==> config.mk <==
export PLATFORM = sky130hd
export DESIGN_NAME = sand_frame_scheduler
export DESIGN_NICKNAME = d
export VERILOG_FILES = /design/src/rtl/sand_pkg.sv /design/src/rtl/sand_frame_scheduler_brush_fifo.sv /design/src/rtl/sand_frame_scheduler.sv
export SDC_FILE = /design/constraint.sdc
export NUM_CORES = 1
export LEC_CHECK = 0
export ABC_AREA = 1
export ABC_CLOCK_PERIOD_IN_PS = 3100
export BUFFER_PORTS_ARGS = -buffer_cell sky130_fd_sc_hd__clkbuf_2
export CORE_MARGIN = 1
export CORE_UTILIZATION = 50
export DETAILED_ROUTE_END_ITERATION = 7
export PLACE_DENSITY = 0.68
export SETUP_SLACK_MARGIN = 0.05
export SYNTH_ARGS = -nofsm -noshare
export SYNTH_HDL_FRONTEND = slang
export SYNTH_HIERARCHICAL = 1
export SYNTH_SLANG_ARGS = --single-unit
==> constraint.sdc <==
create_clock -name clk_i -period 3.1 [get_ports clk_i]
set_clock_uncertainty 0.05 [all_clocks]
set_input_delay 0.31 -clock clk_i [delete_from_list [all_inputs] [get_ports clk_i]]
set_output_delay 0.31 -clock clk_i [all_outputs]
set_load 0.02 [all_outputs]
==> src/rtl/sand_pkg.sv <==
// Shared types and screen geometry for the sand engine, VGA timing and frame scheduler.
package sand_pkg;

    localparam int SAND_ACTIVE_COLUMNS = 640;
    localparam int SAND_ACTIVE_ROWS    = 480;

    typedef enum logic [1:0] {
        ST_IDLE,
        ST_DRAIN,
        ST_SAND_START,
        ST_SAND_RUN
    } sched_state_e;

endpackage

==> src/rtl/sand_frame_scheduler_brush_fifo.sv <==
// brush_fifo: synchronous FIFO for queued brush writes; head is the combinational read of the oldest entry.
module brush_fifo #(
    parameter int DEPTH = 8,
    parameter int WIDTH = 20,
    localparam int PTR_W = $clog2(DEPTH),
    localparam int CNT_W = PTR_W + 1
) (
    input  logic             clk_i,
    input  logic             reset_i,
    input  logic             push_i,
    input  logic [WIDTH-1:0] push_data_i,
    input  logic             pop_i,
    output logic             full_o,
    output logic             empty_o,
    output logic [CNT_W-1:0] count_o,
    output logic [WIDTH-1:0] head_o
);

    logic [WIDTH-1:0] mem [DEPTH];
    logic [PTR_W-1:0] wr_ptr;
    logic [PTR_W-1:0] rd_ptr;
    logic             push_ok;
    logic             pop_ok;

    assign full_o  = (count_o == CNT_W'(DEPTH));
    assign empty_o = (count_o == '0);
    assign head_o  = mem[rd_ptr];
    assign push_ok = push_i & ~full_o;
    assign pop_ok  = pop_i & ~empty_o;

    // Pointers wrap naturally because DEPTH is a power of two.
    always_ff @(posedge clk_i or posedge reset_i) begin
        if (reset_i) begin
            wr_ptr  <= '0;
            rd_ptr  <= '0;
            count_o <= '0;
        end else begin
            if (push_ok) wr_ptr <= wr_ptr + PTR_W'(1);
            if (pop_ok)  rd_ptr <= rd_ptr + PTR_W'(1);
            case ({push_ok, pop_ok})
                2'b10:   count_o <= count_o + CNT_W'(1);
                2'b01:   count_o <= count_o - CNT_W'(1);
                default: count_o <= count_o;
            endcase
        end
    end

    always_ff @(posedge clk_i) begin
        if (push_ok) mem[wr_ptr] <= push_data_i;
    end

endmodule

==> src/rtl/sand_frame_scheduler.sv <==
// Per-vblank owner of the pixel RAM write port: drains brush writes, then runs one sand pass.
// Optional SAND_PAUSE_EN adds pause_i, which skips the sand pass for a frame.
module sand_frame_scheduler
    import sand_pkg::*;
#(
    parameter int ACTIVE_COLUMNS = SAND_ACTIVE_COLUMNS,
    parameter int ACTIVE_ROWS    = SAND_ACTIVE_ROWS,
    parameter int ADDR_WIDTH     = $clog2(ACTIVE_COLUMNS * ACTIVE_ROWS),
    parameter int DATA_WIDTH     = 1,
    parameter int BRUSH_DEPTH    = 8
) (
    input  logic                  clk_i,
    input  logic                  reset_i,
    input  logic                  vblank_i,
`ifdef SAND_PAUSE_EN
    input  logic                  pause_i,
`endif
    input  logic [ADDR_WIDTH-1:0] disp_addr_i,
    input  logic                  brush_valid_i,
    input  logic [ADDR_WIDTH-1:0] brush_addr_i,
    input  logic [DATA_WIDTH-1:0] brush_data_i,
    output logic                  brush_ready_o,
    output logic                  sand_start_o,
    input  logic [ADDR_WIDTH-1:0] sand_read_addr_i,
    input  logic [ADDR_WIDTH-1:0] sand_write_addr_i,
    input  logic [DATA_WIDTH-1:0] sand_write_data_i,
    input  logic                  sand_wr_ena_i,
    input  logic                  sand_done_i,
    output logic [ADDR_WIDTH-1:0] ram_read_addr_o,
    output logic [ADDR_WIDTH-1:0] ram_write_addr_o,
    output logic [DATA_WIDTH-1:0] ram_write_data_o,
    output logic                  ram_wr_ena_o,
    output logic                  busy_o,
    output logic                  overrun_o,
    output logic [15:0]           frame_count_o
);

    localparam int ENTRY_W = ADDR_WIDTH + DATA_WIDTH;
    localparam int CNT_W   = $clog2(BRUSH_DEPTH) + 1;

    sched_state_e          state;
    sched_state_e          state_n;
    logic                  vblank_q;
    logic                  rise_q;
    logic [CNT_W-1:0]      drain_cnt;
    logic                  fifo_pop;
    logic                  fifo_full;
    logic                  fifo_empty;
    logic [CNT_W-1:0]      fifo_count;
    logic [ENTRY_W-1:0]    fifo_head;
    logic [ADDR_WIDTH-1:0] head_addr;
    logic [DATA_WIDTH-1:0] head_data;
    logic                  skip_now;
    logic                  skip_q;

    brush_fifo #(
        .DEPTH (BRUSH_DEPTH),
        .WIDTH (ENTRY_W)
    ) u_brush_fifo (
        .clk_i       (clk_i),
        .reset_i     (reset_i),
        .push_i      (brush_valid_i),
        .push_data_i ({brush_addr_i, brush_data_i}),
        .pop_i       (fifo_pop),
        .full_o      (fifo_full),
        .empty_o     (fifo_empty),
        .count_o     (fifo_count),
        .head_o      (fifo_head)
    );

    assign {head_addr, head_data} = fifo_head;
    assign brush_ready_o = ~fifo_full;
    assign busy_o        = (state != ST_IDLE);

`ifdef SAND_PAUSE_EN
    // Pause is sampled once per frame, at the detected rise.
    assign skip_now = pause_i;
    always_ff @(posedge clk_i or posedge reset_i) begin
        if (reset_i)                         skip_q <= 1'b0;
        else if (state == ST_IDLE && rise_q) skip_q <= pause_i;
    end
`else
    assign skip_now = 1'b0;
    assign skip_q   = 1'b0;
`endif

    always_ff @(posedge clk_i or posedge reset_i) begin
        if (reset_i) begin
            state         <= ST_IDLE;
            vblank_q      <= 1'b0;
            rise_q        <= 1'b0;
            overrun_o     <= 1'b0;
            drain_cnt     <= '0;
            frame_count_o <= '0;
        end else begin
            state     <= state_n;
            vblank_q  <= vblank_i;
            rise_q    <= vblank_i & ~vblank_q;
            overrun_o <= ~vblank_i & vblank_q & busy_o;
            if (state == ST_IDLE && rise_q)
                drain_cnt <= fifo_count;
            else if (state == ST_DRAIN)
                drain_cnt <= drain_cnt - CNT_W'(1);
            if (state == ST_SAND_RUN && sand_done_i)
                frame_count_o <= frame_count_o + 16'd1;
        end
    end

    always_comb begin
        state_n          = state;
        fifo_pop         = 1'b0;
        sand_start_o     = 1'b0;
        ram_read_addr_o  = disp_addr_i;
        ram_write_addr_o = '0;
        ram_write_data_o = '0;
        ram_wr_ena_o     = 1'b0;
        case (state)
            ST_IDLE: begin
                // A rise seen while busy is simply dropped: rise_q only acts here.
                if (rise_q) begin
                    if (!fifo_empty)   state_n = ST_DRAIN;
                    else if (skip_now) state_n = ST_IDLE;
                    else               state_n = ST_SAND_START;
                end
            end
            ST_DRAIN: begin
                fifo_pop         = 1'b1;
                ram_wr_ena_o     = 1'b1;
                ram_write_addr_o = head_addr;
                ram_write_data_o = head_data;
                if (drain_cnt == CNT_W'(1))
                    state_n = skip_q ? ST_IDLE : ST_SAND_START;
            end
            ST_SAND_START: begin
                sand_start_o = 1'b1;
                state_n      = ST_SAND_RUN;
            end
            ST_SAND_RUN: begin
                ram_read_addr_o  = sand_read_addr_i;
                ram_write_addr_o = sand_write_addr_i;
                ram_write_data_o = sand_write_data_i;
                ram_wr_ena_o     = sand_wr_ena_i;
                if (sand_done_i) state_n = ST_IDLE;
            end
            default: state_n = ST_IDLE;
        endcase
    end

endmodule

==> flow_metrics.env <==
export IMPL_drt_iter0_markers=359
export IMPL_seqCellArea_mm2=0.00568
export IMPL_fin_cells=1416
export IMPL_cts_hold_buf=2
export IMPL_synth_nets=1126
export IMPL_vias=6992
export IMPL_use_met2=0.391
export IMPL_cts_resized=0
export IMPL_relSlewSlack=0.345
export IMPL_startpoint_type="flip-flop"
export IMPL_post_route_min_period_ps=2820
export IMPL_period_share=0.909
export IMPL_crit_arrival_ps=2460
export IMPL_cts_root_buf="clkbuf_16"
export IMPL_grt_use_met1=0.270
export IMPL_drv_slew=0
export IMPL_syn_inst=1027
export IMPL_cp_startpoint="state[1]"
export IMPL_multi_input_area_mm2=0.00307
export IMPL_dp_cells=1382
export IMPL_io_buffer_count=143
export IMPL_r2r_start="state[1]"
export IMPL_grt_use_total=0.221
export IMPL_ir_worst_vdd_v=0.000539
export IMPL_gr_total_overflow=0
export IMPL_power_density_mw_per_mm2=880
export IMPL_cts_tree="done"
export IMPL_place_congestion=0.769
export IMPL_yosys_top_cells_area="edfxtp_1 (51%), nand2_1 (15%), dfrtp_1 (9.3%), nor2_1 (7.1%), inv_1 (4.9%)"
export IMPL_htree_levels=4
export IMPL_grt_pass1_wl_um=32500
export IMPL_power_total_uw=9700
export IMPL_die_area_mm2=0.0193
export IMPL_synth_edf_count=160
export IMPL_design_core_area_mm2=0.0182
export IMPL_postSynthAreaPerCell_um2=9.14
export IMPL_yosysTopAreaCell="edfxtp_1"
export IMPL_ant_nets=0
export IMPL_cts_setup_buffers=0
export IMPL_clk_path_buf_depth=2
export IMPL_final_util=0.605
export IMPL_drc=12
export IMPL_dp_hpwl_um=12700
export IMPL_wirelength_um=20700
export IMPL_layout_nets=1273
export IMPL_grt_start_max_net_pins=56
export IMPL_wl_per_cell_um=14.6
export IMPL_num_rows=49
export IMPL_die_w_um=139
export IMPL_worstMarginPinSlew_ps=982
export IMPL_finalSetupTns_ps=0
export IMPL_hold_viol=0
export IMPL_firstDrtPassIters=7
export IMPL_synth_seq_cells=195
export IMPL_grt_pass1_vias=6383
export IMPL_met3_usage=0.0501
export IMPL_ios=144
export IMPL_rsz0062_at_grt="no"
export IMPL_grt_busiest_layer="met2"
export IMPL_async_flop_share=0.179
export IMPL_ys_flop_type="edfxtp_1"
export IMPL_r2r_end="u_brush_fifo/count_o[3]"
export IMPL_clk_pin_slew_ps=70
export IMPL_p_leak_uw=0.00512
export IMPL_initial_core_util=0.515
export IMPL_seq_area_frac_synth=0.605
export IMPL_viasPerCell=4.94
export IMPL_area_growth_pct=17.5
export IMPL_drv_cap=0
export IMPL_nFillCells=1546
export IMPL_synth_warnings=6
export IMPL_diodes=0
export IMPL_violations="DRC"
export IMPL_yosysMostFrequentCell="nand2_1"
export IMPL_rr_worst_depth=11
export IMPL_fmax_mhz=355
export IMPL_cp_end_kind="output pin"
export IMPL_synth_top_cells_by_count="nand2_1 (367), nor2_1 (177), edfxtp_1 (160)"
export IMPL_outcome="finished with violations"
export IMPL_yosysUniqueCellTypes=31
export IMPL_synth_top_area_frac=0.512
export IMPL_timing_critical_path_to="ram_write_addr_o[15]"
export IMPL_crit_type="reg -> out"
export IMPL_cts_buffers=17
export IMPL_die_h_um=139
export IMPL_antenna_found_initial=0
export IMPL_setup_viol=0
export IMPL_hold_path_class="in -> reg"
export IMPL_r2r_slack_ps=800
export IMPL_worstPathMaxFanout=19
export IMPL_netlist_area_mm2=0.00939
export IMPL_clock_sinks=195
export IMPL_layout_drive_gt1_share=0.198
export IMPL_clkLatencyLatePin_ps=430
export IMPL_crit_required_ps=2740
cell usage in the layout, fill, tap and decap left out, types with 5 or more instances in the layout:
master and n:
dfrtp_1 34, ha_1 13, nand4_1 8, mux2_2 20
nand2_1 367, edfxtp_1 160, clkbuf_16 17, nor3_2 8
clkinv_4 5, xor2_1 7, buf_4 21, nand3_1 13
xnor2_1 7, clkbuf_2 143, nor2_1 176, inv_1 122
o21ai_0 33
worst min-delay path by stage:
stage / start / to / slack [ps] / depth (start not counted)
2_1_floorplan: reset_i / u_brush_fifo/count_o[0] / 100 / 1
3_3_place_gp: reset_i / u_brush_fifo/count_o[3] / 270 / 2
3_5_place_dp: reset_i / u_brush_fifo/count_o[3] / 270 / 2
4_1_cts: brush_valid_i / u_brush_fifo/wr_ptr[1] / 70 / 3
5_1_grt: brush_valid_i / u_brush_fifo/wr_ptr[1] / 90 / 3
6_report: brush_valid_i / u_brush_fifo/wr_ptr[1] / 90 / 3
sequential cells by signal, summed over array words and instances (netlist names):
signal / flops
frame_count_o: 16
rise_q: 1
state: 2
vblank_q: 1
u_brush_fifo/count_o: 4
u_brush_fifo/wr_ptr: 3
u_brush_fifo/mem: 160
overrun_o: 1
u_brush_fifo/rd_ptr: 3
drain_cnt: 4
kinds of logic (layout without fill, tap and decap cells):
logic type | Yosys count | after routing | synth area share
and+or+nand+nor | 583 | 583 | 0.242
DFF | 195 | 195 | 0.605
buffers and inverters | 161 | 321 | 0.0721
AOI/OAI and AO/OA | 38 | 38 | 0.0213
muxes | 21 | 21 | 0.0251
adders and majority gates | 15 | 15 | 0.0208
xor gates and xnor gates | 14 | 14 | 0.0131
where the power goes:
part / internal [µW] / switching [µW] / total (µW)
clock: 1280 / 972 / 2250
combinational: 1280 / 2580 / 3860
sequential: 3290 / 295 / 3580
layer usage:
metal / wire [µm] / vias up
li1: - / 3511
met4: 288 / 0
met1: 8810 / 3272
met5: 0 / -
met2: 10600 / 186
met3: 990 / 23
final cells by class:
type	instances	share of cell area
well taps	229	0.0260
inverters	122	0.0415
clock inverters	15	0.0167
repair buffers	167	0.0829
multi-input cells	671	0.279
clock buffers	17	0.0386
flip-flops and latches	195	0.516
per-stage QoR:
stage               worst slack, ps  cell area, µm²  hold WS [ps]
detailed placement              685           10400           275
global route                   71.4           11000          90.1
floorplan                       410            9390           100
CTS                             221           11000          74.2
finish                          282           11000          90.5
global placement                755           10400           272
critical path, stage by stage, from the launching register on:
cell and delay, ps:
dfrtp_1 410, inv_1 100, ha_1 260, nor2_2 780
o21ai_0 250, clkbuf_2 220
No activity file was read; power rests on OpenSTA's default activity.
